===== src/rtl/and_gate_checker_sat_counter.sv =====
// Saturating up-counter used for the pass and fail tallies. It sticks at
// the all-ones value instead of wrapping, so a long run can never report
// a misleadingly small count.
module sat_counter #(
   parameter int W = 8
) (
   input  logic         clk,
   input  logic         rst,
   input  logic         clr,
   input  logic         inc,
   output logic [W-1:0] count
);

   // Clear has priority over increment; increment stops at the top value.
   always_ff @(posedge clk) begin
      if (rst) begin
         count <= '0;
      end else if (clr) begin
         count <= '0;
      end else if (inc && (count != '1)) begin
         count <= count + 1'b1;
      end
   end

endmodule


===== config.mk =====
export PLATFORM = sky130hd
export DESIGN_NAME = sat_counter
export DESIGN_NICKNAME = d
export VERILOG_FILES = /design/src/rtl/and_gate_checker_sat_counter.sv
export SDC_FILE = /design/constraint.sdc
export NUM_CORES = 1
export LEC_CHECK = 0
export ABC_AREA = 1
export CORE_AREA = 2 2 39 41
export DETAILED_ROUTE_END_ITERATION = 8
export DIE_AREA = 0 0 41 43
export SKIP_CTS_REPAIR_TIMING = 1
export SLEW_MARGIN = 20
export SYNTH_ARGS = -nofsm -noshare
export SYNTH_HDL_FRONTEND = slang
export SYNTH_SLANG_ARGS = --single-unit

===== constraint.sdc =====
create_clock -name clk -period 1.54 [get_ports clk]
set_input_delay 0.308 -clock clk [delete_from_list [all_inputs] [get_ports clk]]
set_output_delay 0.308 -clock clk [all_outputs]
set_load 0.05 [all_outputs]

; ---- Word level (Yosys, flattened, before mapping)
; Index checks and enable logic that the tools add are counted.
; Widths: inputs -> output; s select.
[word_totals]
reg_bits = 8
latchBits = 0
mem_bits_rw = 0
romBits = 0
inputBits = 4
output_inout_bits = 8
n_memories = 0
[op_classes]
n_addsub = 1
mul = 0
n_div = 0
n_lt_le_gt_ge = 0
n_eq_ne = 1
shifts = 0
muxes = 0
n_bitwise = 0
n_reduce_logical = 2
[op_table]
columns = operator, count
row1 = $add 8x1->8 const B, 1
row2 = $ne 8x8->1 const B, 1
row3 = $reduce_or 2->1, 1
row4 = $logic_and 1x1->1, 1

; ---- Depth between registers and ports, before layout
[logic_depth]
word_depth = 2
mapped_depth = 7
depth_no_buf = 7

; ---- Least setup slack after synthesis
; Ideal clock, no wire load.
[synth_timing]
kind = register to register
start = register count[0]
end = register count[0]
setup_ns = 0.117
arrival_time_ns = 1.437
required_ns = 1.423
setup_slack_ns = -0.014
stages_incl_launch_ff = 7
n_path_buf = 0
synth_period_minus_slack_ns = 1.554
path_cell_list = dfxtp_1 ha_1 nand2_1 inv_2 nand3_4 a21oi_1 nor2_1
[synth_between]
elab_chain_cells = 2
word_cells_on_any_way = 3
cone_classes = 1 x add/sub / 1 x eq/ne / 1 x reduce/logical
[synth_lines]
columns = item, line_no
row1 = "start, declared", 11  ; output logic [W-1:0] count
row2 = "start signal, assigned", 21  ; count <= count + 1'b1;
row3 = branches (longest 2 deep; another with $add 8x1->8), --
; Several ways; the timed one is not identified.
; A chain may end at the register's enable or synchronous reset.

; ---- Final worst setup path
[layout_timing]
start = register count[0]
end = register count[3]
; The elaborated chain is that of the path after synthesis.

==> impl_table.tex <==
\begin{tabular}{lr}
\hline
Metric & Value \\
\hline
\multicolumn{2}{l}{\textbf{Floorplan}} \\
Row cnt & 14 \\
Initial cell density of the core & 0.333 \\
Count of boundary I/O pins & 12 \\
Die outline area & 1760 um2 \\
Height of the chip & around 43 um \\
Die Width & roughly 41 um \\
Core outline area & between 1000 and 1500 um2 \\
\multicolumn{2}{l}{\textbf{Timing}} \\
Worst Tran Pin Value & $\sim$260 ps \\
Worst max-slew margin expressed relative to the limit & 0.826 \\
Tcrit/Tclk final & 0.805 \\
Max-slew violation count & 0 \\
Fin. Hold Viols & 0 \\
Worst clock skew on the final layout & 1.09 ps \\
Setup slack after layout & around 300 ps \\
Finish-stage setup viols & 0 \\
Fin crit period & 1240 ps \\
RSZ-0062 raised after global routing & false \\
Setup tns final & 0 ps \\
Worst hold-check slack & 550 ps \\
FMAX & around 810 MHz \\
\multicolumn{2}{l}{\textbf{Synthesis}} \\
Dominant cell type by area after synthesis & sky130\_fd\_sc\_hd\_\_dfxtp\_1 \\
Fraction of post-synthesis cell area in the top cell type by area & 0.348 \\
Number of synthesized register bits & 8 \\
Mapped Area & roughly 460 um2 \\
Total nets after synthesis & a little under 80 \\
Part of the Yosys area used for sequential elements & 0.348 \\
Mean instance size in the synthesized netlist & $\sim$6.3 um2 \\
Warnings from Yosys & 0 \\
Largest cells by area after synthesis & sky130\_fd\_sc\_hd\_\_dfxtp\_1, sky130\_fd\_sc\_hd\_\_nand2\_1, sky130\_fd\_sc\_hd\_\_nor2\_1 \\
Mapped Cells & 73 \\
Post-synth cell types & 14 \\
\multicolumn{2}{l}{\textbf{Drt}} \\
Detailed Route WL & between 1000 and 1500 um \\
Drt initial violations & 13 \\
Total number of vias & roughly 480 \\
DRC & 0 \\
Routed wire per std cell & roughly 10 um \\
Post-route antenna net violation count & 0 \\
Vias/cell & approximately 4.7 \\
Number of iterations in the first detailed-routing pass & 4 \\
\multicolumn{2}{l}{\textbf{Cells and area}} \\
Fin nets & 95 \\
Final antenna diode count & 0 \\
Register name with the most flops & count \\
Layout overhead on the synthesized area & 53.5\% \\
Number of filler instances in the final layout & roughly 140 \\
Max FFs per register & 8 \\
Final core area utilization & 0.511 \\
Largest registers & count (8) \\
Proportion of layout cells with a drive suffix above 1 & 0.227 \\
Combined flip-flop and latch cell area & around 160 um2 \\
Multi-input gate area in the final layout & roughly 260 um2 \\
\multicolumn{2}{l}{\textbf{Clocking}} \\
Clock sink count & 8 \\
Number of buffers between clock root and the deepest sink & 2 \\
Clock slew seen by the registers of the worst setup and hold paths & about 50 ps \\
CTS tree & yes \\
H-tree depth & 1 \\
Cell at the root of the clock tree & sky130\_fd\_sc\_hd\_\_clkbuf\_4 \\
Clock latency on the worst-skew pair & 250 ps \\
Total CTS buffers & 3 \\
\multicolumn{2}{l}{\textbf{Global route}} \\
Pin count of the biggest net entering global routing & 11 \\
Number of global-route vias before repair & about 440 \\
Wire length of the first global-routing pass & 1830 um \\
Initial antenna violation count & 0 \\
Total congestion overflow after global routing & 0 \\
Gr usage total & 0.158 \\
\multicolumn{2}{l}{\textbf{Critical path}} \\
Kind of capture point of the worst setup path & flip-flop \\
Category of the critical setup timing path & reg -> reg \\
Data required time of the worst path & approximately 1700 ps \\
Data arrival at the endpoint of the critical path & about 1400 ps \\
Kind of start point of the critical path & flip-flop \\
Maximum fanout along the worst path & 10 \\
\multicolumn{2}{l}{\textbf{Power and ir drop}} \\
Maximum ir drop on the vdd rail & about 0.52 mV \\
Pwr dens & 629 nW/um2 \\
Leakage power & $\sim$0.3 nW \\
\multicolumn{2}{l}{\textbf{Run status}} \\
Run status & completed \\
\multicolumn{2}{l}{\textbf{Place}} \\
Final estimated routing congestion in global placement & about 0.73 \\
Buffers added on ports & 11 \\
Pre-CTS setup slack & approximately 150 ps \\
Detailed placement HPWL & between 800 and 900 um \\
\multicolumn{2}{l}{\textbf{Min path}} \\
Worst hold path class & reg -> reg \\
\multicolumn{2}{l}{\textbf{Job}} \\
MaxCap Viol Count & 0 \\
\hline
\end{tabular}
-- cells in the mapped netlist --
| library cell | instances |
|---|---|
| sky130_fd_sc_hd__nand2_1 | 18 |
| sky130_fd_sc_hd__nor2_1 | 15 |
| sky130_fd_sc_hd__nand3_1 | 9 |
| sky130_fd_sc_hd__dfxtp_1 | 8 |
| sky130_fd_sc_hd__inv_1 | 7 |
| sky130_fd_sc_hd__a21oi_1 | 6 |
| sky130_fd_sc_hd__inv_2 | 2 |
| sky130_fd_sc_hd__o21ai_0 | 2 |
| sky130_fd_sc_hd__clkbuf_1 | 1 |
| sky130_fd_sc_hd__ha_1 | 1 |
| sky130_fd_sc_hd__nand2_2 | 1 |
| sky130_fd_sc_hd__nand3_4 | 1 |
| sky130_fd_sc_hd__nand4_1 | 1 |
| sky130_fd_sc_hd__nor2_4 | 1 |
-- critical path, cell delays in order (launching register included) --
cell and delay (ps):
sky130_fd_sc_hd__dfxtp_2 400, sky130_fd_sc_hd__ha_1 180, sky130_fd_sc_hd__nand2_1 80, sky130_fd_sc_hd__inv_2 110
sky130_fd_sc_hd__nand3_4 140, sky130_fd_sc_hd__a21oi_1 160, sky130_fd_sc_hd__nor2_1 60
-- kinds of logic (layout without fill, tap and decap cells) --
family                     after synthesis  in the layout  synth area share
DFF                                      8              8             0.348
AOI/OAI and AO/OA                        8              8            0.0870
buffers and inverters                   10             25            0.0815
and+or+nand+nor                         46             46             0.457
adders and majority gates                1              1            0.0272
-- per-layer routing --
| layer | vias to the layer above | track usage | routed length, um |
|---|---|---|---|
| li1 | 263 | - | - |
| met1 | 207 | 0.185 | 461 |
| met2 | 12 | 0.228 | 485 |
| met3 | 2 | 0.0942 | 74 |
| met4 | 0 | 0.0600 | 13 |
| met5 | - | 0 | 0 |
-- through the flow --
step                std cells  power [W]  instance area (um2)
floorplan                  73   0.000258                  463
global placement          101   0.000293                  684
detailed placement        101   0.000294                  684
CTS                       104   0.000458                  707
global route              104   0.000476                  707
finish                    104   0.000445                  707
-- final timing paths --
kind / cells past startpoint / slack (ps) / endpoint / from
max: 6 / 300 / count[3]$_SDFFE_PP0P_ / count[0]$_SDFFE_PP0P_
min: 2 / 550 / count[1]$_SDFFE_PP0P_ / count[1]$_SDFFE_PP0P_
min reg2reg: 2 / 550 / count[1]$_SDFFE_PP0P_ / count[1]$_SDFFE_PP0P_
max reg2reg: 6 / 300 / count[3]$_SDFFE_PP0P_ / count[0]$_SDFFE_PP0P_
-- final cells by class --
| cell class | count | area share |
|---|---|---|
| multi-input cells | 55 | 0.372 |
| repair buffers | 13 | 0.290 |
| flip-flops and latches | 8 | 0.230 |
| inverters | 9 | 0.0478 |
| clock buffers | 3 | 0.0319 |
| well taps | 16 | 0.0283 |
-- layout by cell type (no fill, tap or decap) --
| master | Yosys | layout |
|---|---|---|
| sky130_fd_sc_hd__a21oi_1 | 6 | 6 |
| sky130_fd_sc_hd__nand2_2 | 1 | 1 |
| sky130_fd_sc_hd__clkdlybuf4s50_1 | 0 | 3 |
| sky130_fd_sc_hd__inv_1 | 7 | 7 |
| sky130_fd_sc_hd__buf_12 | 0 | 8 |
| sky130_fd_sc_hd__dfxtp_1 | 8 | 6 |
| sky130_fd_sc_hd__inv_2 | 2 | 2 |
| sky130_fd_sc_hd__dfxtp_2 | 0 | 2 |
| sky130_fd_sc_hd__nor2_1 | 15 | 15 |
| sky130_fd_sc_hd__nor2_4 | 1 | 1 |
| sky130_fd_sc_hd__ha_1 | 1 | 1 |
| sky130_fd_sc_hd__o21ai_0 | 2 | 2 |
| sky130_fd_sc_hd__buf_4 | 0 | 2 |
| sky130_fd_sc_hd__nand4_1 | 1 | 1 |
| sky130_fd_sc_hd__nand3_1 | 9 | 9 |
| sky130_fd_sc_hd__clkbuf_4 | 0 | 3 |
| sky130_fd_sc_hd__nand3_4 | 1 | 1 |
| sky130_fd_sc_hd__nand2_1 | 18 | 18 |
-- power by group --
group / internal [W] / switching (W) / total (W) / leakage [nW]
Combinational: 0.0000339 / 0.0000352 / 0.0000691 / 0.212
Sequential: 0.000212 / 0.00000784 / 0.000220 / 0.0657
Clock: 0.0000889 / 0.0000670 / 0.000156 / 0.0138
Total: 0.000335 / 0.000110 / 0.000445 / 0.291
Note: power is estimated with default switching activity, not from simulation.
